## config.mk

```make
export PLATFORM = sky130hd
export DESIGN_NAME = uart_rom_loader
export DESIGN_NICKNAME = d
export VERILOG_FILES = /design/src/rtl/loader_pkg.sv /design/src/rtl/uart_rx.sv /design/src/rtl/uart_rom_loader.sv
export SDC_FILE = /design/constraint.sdc
export NUM_CORES = 1
export LEC_CHECK = 0
export CAP_MARGIN = 15
export CORE_MARGIN = 1.5
export CORE_UTILIZATION = 58
export CTS_BUF_LIST = sky130_fd_sc_hd__clkbuf_8
export DETAILED_ROUTE_END_ITERATION = 7
export GPL_ROUTABILITY_DRIVEN = 0
export HOLD_SLACK_MARGIN = 0.03
export PLACE_DENSITY = 0.83
export SLEW_MARGIN = 5
export SYNTH_ARGS = -nofsm -noshare
export SYNTH_HDL_FRONTEND = slang
export SYNTH_HIERARCHICAL = 1
export SYNTH_SLANG_ARGS = --single-unit
```

## constraint.sdc

```tcl
create_clock -name clk -period 3.05 [get_ports clk]
set_clock_uncertainty 0.1 [all_clocks]
set_input_delay 0.61 -clock clk [delete_from_list [all_inputs] [get_ports clk]]
set_output_delay 0.61 -clock clk [all_outputs]
set_load 0.01 [all_outputs]
```

## src/rtl/loader_pkg.sv

```systemverilog
`default_nettype none
// +----------------------------------------------------------------------+
// | Module      : loader_pkg                                             |
// | Description : Shared types and constants for the UART ROM loader.    |
// | Revision    : 1.0 - initial release                                  |
// +----------------------------------------------------------------------+
package loader_pkg;

  // Number of little-endian length bytes that precede the payload
  localparam int HDR_BYTES = 4;

  // Width of ROM addresses, byte counts and the length field
  localparam int ADDR_W = 32;

  // Loader sequencing states
  typedef enum logic [2:0] {
    ST_HDR   = 3'd0,
    ST_DATA  = 3'd1,
    ST_WRITE = 3'd2,
    ST_DONE  = 3'd3,
    ST_ERR   = 3'd4
  } loader_state_t;

  // UART receiver states
  typedef enum logic [1:0] {
    RX_IDLE  = 2'd0,
    RX_START = 2'd1,
    RX_DATA  = 2'd2,
    RX_STOP  = 2'd3
  } rx_state_t;

endpackage : loader_pkg
`default_nettype wire

```

## src/rtl/uart_rx.sv

```systemverilog
`default_nettype none
// +----------------------------------------------------------------------+
// | Module      : uart_rx                                                |
// | Description : 8N1 receiver with 2-flop synchronizer, mid-bit         |
// |               sampling, glitch rejection and stop-bit checking.      |
// | Revision    : 1.0 - initial release                                  |
// +----------------------------------------------------------------------+
module uart_rx
  import loader_pkg::*;
#(
  parameter int CLKS_PER_BIT = 104
) (
  input  logic       clk,
  input  logic       rst,
  input  logic       i_rx_serial,
  output logic       o_byte_valid,
  output logic [7:0] o_byte,
  output logic       o_frame_err_pulse
);

  localparam int CNT_W = (CLKS_PER_BIT > 2) ? $clog2(CLKS_PER_BIT) : 1;
  localparam int HALF  = CLKS_PER_BIT / 2;

  rx_state_t        r_state;
  rx_state_t        w_state_next;
  logic             r_sync1;
  logic             r_sync2;
  logic             r_prev;
  logic [CNT_W-1:0] r_cnt;
  logic [2:0]       r_bit_idx;
  logic [7:0]       r_shift;
  logic             r_valid;
  logic             r_ferr;
  logic             w_tick_half;
  logic             w_tick_bit;
  logic             w_fall;

  assign w_tick_half = (r_cnt == CNT_W'(HALF - 1));
  assign w_tick_bit  = (r_cnt == CNT_W'(CLKS_PER_BIT - 1));
  // A start is a high-to-low transition of the synchronized line
  assign w_fall      = r_prev & ~r_sync2;

  // Bring the asynchronous line into the clk domain; idles high
  always_ff @(posedge clk) begin
    if (rst) begin
      r_sync1 <= 1'b1;
      r_sync2 <= 1'b1;
      r_prev  <= 1'b1;
    end else begin
      r_sync1 <= i_rx_serial;
      r_sync2 <= r_sync1;
      r_prev  <= r_sync2;
    end
  end

  // Receiver state register
  always_ff @(posedge clk) begin
    if (rst) begin
      r_state <= RX_IDLE;
    end else begin
      r_state <= w_state_next;
    end
  end

  // Receiver next-state: half-bit start check, 8 data bits, 1 stop bit
  always_comb begin
    w_state_next = r_state;
    case (r_state)
      RX_IDLE: begin
        if (w_fall) begin
          w_state_next = RX_START;
        end
      end
      RX_START: begin
        if (w_tick_half) begin
          // Line back high at mid start bit: treat as a glitch
          w_state_next = r_sync2 ? RX_IDLE : RX_DATA;
        end
      end
      RX_DATA: begin
        if (w_tick_bit && (r_bit_idx == 3'd7)) begin
          w_state_next = RX_STOP;
        end
      end
      RX_STOP: begin
        if (w_tick_bit) begin
          w_state_next = RX_IDLE;
        end
      end
      default: w_state_next = RX_IDLE;
    endcase
  end

  // Bit timing, LSB-first shifting and stop-bit verdict pulses
  always_ff @(posedge clk) begin
    if (rst) begin
      r_cnt     <= '0;
      r_bit_idx <= 3'd0;
      r_shift   <= 8'd0;
      r_valid   <= 1'b0;
      r_ferr    <= 1'b0;
    end else begin
      r_valid <= 1'b0;
      r_ferr  <= 1'b0;
      case (r_state)
        RX_IDLE: begin
          r_cnt     <= '0;
          r_bit_idx <= 3'd0;
        end
        RX_START: begin
          r_cnt <= w_tick_half ? '0 : r_cnt + 1'b1;
        end
        RX_DATA: begin
          if (w_tick_bit) begin
            r_cnt     <= '0;
            r_shift   <= {r_sync2, r_shift[7:1]};
            r_bit_idx <= r_bit_idx + 3'd1;
          end else begin
            r_cnt <= r_cnt + 1'b1;
          end
        end
        RX_STOP: begin
          if (w_tick_bit) begin
            r_cnt <= '0;
            if (r_sync2) begin
              r_valid <= 1'b1;
            end else begin
              r_ferr <= 1'b1;
            end
          end else begin
            r_cnt <= r_cnt + 1'b1;
          end
        end
        default: r_cnt <= '0;
      endcase
    end
  end

  assign o_byte_valid      = r_valid;
  assign o_byte            = r_shift;
  assign o_frame_err_pulse = r_ferr;

endmodule : uart_rx
`default_nettype wire

```

## src/rtl/uart_rom_loader.sv

```systemverilog
`default_nettype none
// +----------------------------------------------------------------------+
// | Module      : uart_rom_loader                                        |
// | Description : Serial boot loader: receives a 4-byte LE length header |
// |               and payload over UART, writes payload into ROM.        |
// | Revision    : 1.0 - initial release                                  |
// +----------------------------------------------------------------------+
module uart_rom_loader
  import loader_pkg::*;
#(
  parameter int CLKS_PER_BIT = 104,
  parameter int MAX_LEN      = 4096
) (
  input  logic              clk,
  input  logic              rst,
  input  logic              rx_serial,
  output logic [ADDR_W-1:0] mem_addr,
  output logic [7:0]        mem_data_in,
  output logic              mem_write_en,
  input  logic              mem_ready,
  output logic              loaded,
  output logic [ADDR_W-1:0] length,
  output logic              overrun,
  output logic              frame_err,
  output logic              len_err
);

  loader_state_t     r_state;
  loader_state_t     w_state_next;
  logic [1:0]        r_hdr_idx;
  logic [ADDR_W-1:0] r_length;
  logic [ADDR_W-1:0] r_count;
  logic [ADDR_W-1:0] r_mem_addr;
  logic [7:0]        r_mem_data;
  logic              r_overrun;
  logic              r_frame_err;
  logic              r_len_err;
  logic              w_byte_valid;
  logic [7:0]        w_byte;
  logic              w_frame_err_pulse;
  logic [ADDR_W-1:0] w_len_next;
  logic [ADDR_W-1:0] w_count_inc;
  logic              w_hdr_last;
  logic              w_len_too_big;
  logic              w_write_en;
  logic              w_loaded;

  uart_rx #(
    .CLKS_PER_BIT (CLKS_PER_BIT)
  ) u_rx (
    .clk               (clk),
    .rst               (rst),
    .i_rx_serial       (rx_serial),
    .o_byte_valid      (w_byte_valid),
    .o_byte            (w_byte),
    .o_frame_err_pulse (w_frame_err_pulse)
  );

  // Header bytes arrive LSB first, so each new byte enters at the top
  assign w_len_next    = {w_byte, r_length[ADDR_W-1:8]};
  assign w_count_inc   = r_count + 32'd1;
  assign w_hdr_last    = (r_hdr_idx == 2'(HDR_BYTES - 1));
  assign w_len_too_big = (w_len_next > ADDR_W'(MAX_LEN));

  // Loader state register
  always_ff @(posedge clk) begin
    if (rst) begin
      r_state <= ST_HDR;
    end else begin
      r_state <= w_state_next;
    end
  end

  // Loader next-state and state-decoded outputs
  always_comb begin
    w_state_next = r_state;
    w_write_en   = 1'b0;
    w_loaded     = 1'b0;
    case (r_state)
      ST_HDR: begin
        if (w_byte_valid && w_hdr_last) begin
          if (w_len_too_big) begin
            w_state_next = ST_ERR;
          end else if (w_len_next == '0) begin
            w_state_next = ST_DONE;
          end else begin
            w_state_next = ST_DATA;
          end
        end
      end
      ST_DATA: begin
        if (w_byte_valid) begin
          w_state_next = ST_WRITE;
        end
      end
      ST_WRITE: begin
        w_write_en = 1'b1;
        if (mem_ready) begin
          w_state_next = (w_count_inc == r_length) ? ST_DONE : ST_DATA;
        end
      end
      ST_DONE: begin
        w_loaded = 1'b1;
      end
      ST_ERR: begin
        w_state_next = ST_ERR;
      end
      default: w_state_next = ST_ERR;
    endcase
  end

  // Header assembly, write latching, byte counting and sticky error flags
  always_ff @(posedge clk) begin
    if (rst) begin
      r_hdr_idx   <= 2'd0;
      r_length    <= '0;
      r_count     <= '0;
      r_mem_addr  <= '0;
      r_mem_data  <= 8'd0;
      r_overrun   <= 1'b0;
      r_frame_err <= 1'b0;
      r_len_err   <= 1'b0;
    end else begin
      if (w_frame_err_pulse) begin
        r_frame_err <= 1'b1;
      end
      case (r_state)
        ST_HDR: begin
          if (w_byte_valid) begin
            r_length  <= w_len_next;
            r_hdr_idx <= r_hdr_idx + 2'd1;
            if (w_hdr_last && w_len_too_big) begin
              r_len_err <= 1'b1;
            end
          end
        end
        ST_DATA: begin
          if (w_byte_valid) begin
            r_mem_data <= w_byte;
            r_mem_addr <= r_count;
          end
        end
        ST_WRITE: begin
          // Write in flight: a new byte cannot be buffered, so it is lost
          if (w_byte_valid) begin
            r_overrun <= 1'b1;
          end
          if (mem_ready) begin
            r_count <= w_count_inc;
          end
        end
        default: begin
          r_count <= r_count;
        end
      endcase
    end
  end

  assign mem_addr     = r_mem_addr;
  assign mem_data_in  = r_mem_data;
  assign mem_write_en = w_write_en;
  assign loaded       = w_loaded;
  assign length       = r_length;
  assign overrun      = r_overrun;
  assign frame_err    = r_frame_err;
  assign len_err      = r_len_err;

endmodule : uart_rom_loader
`default_nettype wire

```

==> run summary <==
Run status - complete, no violations
Fin crit period - 2.85 ns
Vias post-DR - 5,807
Total I/O pin count - 81
Average footprint of a synthesized cell - 8.06 µm²
Actual slew at the worst max-slew pin - 0.967 ns
Routed wire length per instance - 15.6 µm
Critical path peak fanout - 9
Std-Cell Rows - 38
Number of detailed-routing iterations run before antenna repair - 5
RSZ-0062 raised after global routing - no
Part of the power in the clock network - 44.1%
Die Width - 108 µm
Fraction of synthesis flops using an asynchronous set or reset pin - 0%
Net count reported at finish - 871
Count of flip-flops with a built-in enable after synthesis - 0
Master cell of the clock root buffer - clkbuf_8
Number of DRC markers after the initial detailed-route iteration - 439
Finish-stage setup viols - 0
Gate Count Post-Synth - 795
Most frequently used flop master after synthesis - dfxtp_1
Sum of overflow across all layers after global routing - 0
Count of pins over their slew limit - 0
Via density - 5.72
Number of synthesis warnings - 6
DIE AREA - 11,700 µm²
Worst-skew pair later-pin latency - 0.45 ns
Area share of the largest cell type after synthesis - 42.8%
Leakage power summed over all cells - 0.00267 µW
Synthesized netlist net count - 804
Half-perimeter wire length after detailed placement - 11.3 mm
Post-route fraction of the period consumed by the critical path - 93.5%
Fraction of power consumed by combinational cells - 1.2%
Critical Path Sink Type - flip-flop
Switching Share - 21.5%
Total global routing track utilization - 28.1%
Number of buffer and inverter stages on the critical path - 1
Total wire length after detailed routing - 15.9 mm
Unique masters post-synth - 57
Cell count after placement - 983
Normalized max-slew margin - 35.5%
Maximum number of pins on one net before global-route repair - 99
Sequential group share of total power - 54.7%
Total Neg Setup Slack - 0 ns
Total power per unit cell area - 424 nW/µm²
Number of global-route vias before repair - 5,403
Worst vdd rail ir drop - 301 µV
Effective utilization at floorplan - 59.4%
Number of buffer cells added on primary ports - 80
H-tree depth - 4
Buffer levels on the longest clock path - 2
Crit path arrival time - 3.10 ns
Initial antenna violation count - 0
Clock tree from TritonCTS - yes
Area growth syn-to-layout - 20.6%
Dominant cells by area after synthesis - dfxtp_1, nand2_1, a21oi_1
Die Y - 108 µm
Cell taking the most area after synthesis - dfxtp_1
Number of buffers created by CTS - 17
Number of max-cap violations - 0
Clock slew at the register clock pins of the worst setup and hold paths - 0.08 ns
Longest individual stage delay on the worst path - 0.55 ns
Most prevalent standard cell on the critical path - nor4_1
Synthesized flop and latch total - 137
Clock sinks - 137
Netlist area before placement - 6410 µm²
Fraction of layout cells with a size suffix above 1 - 9.14%
Non-filler instance count after layout - 1,015
Highest clock rate - 0.351 GHz
Critical path data required time - 3.30 ns
Switching power summed over all nets - 706 µW
Antenna Diode Count - 0
DRC violation count after routing - 0
Slowest cell on the critical path - dfxtp_1
Cell-internal power - 2570 µW
Placeable Area - 10,800 µm²
ANT nets after route - 0
CP cell instances - nand3_4 -> nor4_1 -> buf_4 -> nand4_1 -> xnor2_1 -> nor4_1 -> or4b_1 -> o41ai_2
Cell class contributing the biggest share of worst-path delay - simple AND/OR/NAND/NOR gates
Cts hold-fix bufs - 0
Setup crit start kind - flip-flop
First-pass GRT wire length - 25.9 mm
Type of the worst setup path - reg -> reg
Hold crit path type - reg -> reg
Sequential-to-total area share from yosys stat - 42.8%
Final hold viol count - 0
-- cell families after synthesis --
kind of cell | share of synthesized area [%]
and+or+nand+nor | 29.0
DFF | 42.8
AOI/OAI and AO/OA | 10.9
xor gates and xnor gates | 10.8
buffers and inverters | 4.06
muxes | 1.41
adders and majority gates | 0.976
-- final cells by class --
type	count	area (µm²)
clock buffer	20	275
clock inverter	12	110
fill	818	3060
inverter	7	26.3
multi-input combinational	594	3420
sequential	137	2740
tap	140	175
timing repair buffer	105	986
-- cells in the mapped netlist (all sizes together), types with 5 or more instances --
cell and count:
nand4 25, buf 14, xor2 31, or2 5, ha 5, a21oi 91, nand3 23, inv 6
a31oi 7, and2 5, nor2 64, xnor2 48, and3 7, mux2i 9, nor4 20, nand2 177
clkbuf 43, nor3 16, or3 9, o21ai 12, dfxtp 137
-- final timing paths --
check	depth (start not counted)	end	start	slack [ns]
setup / recovery	8	r_state[1]$_SDFFE_PP0P_	r_count[9]$_SDFFE_PP0P_	0.20
hold / removal	1	u_rx/r_sync2$_SDFF_PP1_	u_rx/r_sync1$_SDFF_PP1_	0.32
setup reg to reg	8	r_state[1]$_SDFFE_PP0P_	r_count[9]$_SDFFE_PP0P_	0.20
hold reg to reg	1	u_rx/r_sync2$_SDFF_PP1_	u_rx/r_sync1$_SDFF_PP1_	0.32
-- metrics by stage --
stage | total power [µW] | hold slack [ns] | setup slack [ns] | util, % | cell area (µm²)
after floorplan | 1860 | 0.289 | 0.353 | - | 6410
after global placement | 1870 | 0.292 | 0.132 | 68.1 | 7350
after detailed placement | 1870 | 0.298 | 0.0673 | 68.1 | 7350
after CTS | 3290 | 0.323 | 0.247 | 71.7 | 7730
after global routing | 3380 | 0.350 | 0.00848 | 71.7 | 7730
final | 3280 | 0.325 | 0.199 | 71.7 | 7730
-- per-layer routing --
metal / GRT usage [%] / vias to the layer above / wire [µm]
li1: - / 2838 / -
met3: 5.18 / 32 / 863
met5: 0 / - / 0
met4: 11.9 / 0 / 375
met1: 35.3 / 2769 / 6790
met2: 47.4 / 168 / 7830
-- worst reg2reg max path, stage by stage (launching register included) --
cell and delay, ns:
dfxtp_1 0.55, nand3_4 0.19, nor4_1 0.37, buf_4 0.20, nand4_1 0.12, xnor2_1 0.16, nor4_1 0.25, or4b_1 0.48
o41ai_2 0.35
-- placed cells by master, fill, tap and decap left out, types with 2 or more instances in the layout --
master	n
o221ai_1	2
clkinv_2	3
nor4_1	16
and2_1	4
nand4b_1	4
xor2_1	31
xnor2_1	48
and3_2	2
or3_1	9
nor3_1	14
nor3b_1	2
nand4_4	4
nand4_1	21
nor2_1	64
mux2i_1	9
a31oi_1	7
bufinv_16	2
nand3_1	21
nor2b_1	4
nor4_2	3
or2_2	5
nand2b_1	3
clkdlybuf4s50_1	79
o21ai_0	12
nand2_1	177
clkbuf_8	20
nor3b_2	2
dfxtp_1	136
a211oi_1	3
and3_1	5
buf_4	26
nor3_2	2
a21oi_1	91
ha_1	5
inv_1	11
or4_1	2
-- registers in the layout (all words and copies together) (netlist names), 2 cells and up, named ones only --
name,cells
mem_data_in,8
u_rx/r_cnt,7
r_state,3
length,32
u_rx/o_byte,8
mem_addr,32
r_count,32
r_hdr_idx,2
u_rx/r_bit_idx,3
-- repair_timing --
action,4_1_cts,5_1_grt
resized for setup,0,1
endpoints found under the setup margin,0,1
setup buffers,0,0
-- power groups by stage --
stage          clock (µW)  sequential [µW]  combinational [µW]
5_1_grt              1540             1790                43.0
6_report             1440             1790                39.4
4_1_cts              1460             1790                39.2
3_3_place_gp            0             1830                38.1
2_1_floorplan           0             1830                28.5
3_5_place_dp            0             1830                39.1
No activity file was read; power rests on OpenSTA's default activity.
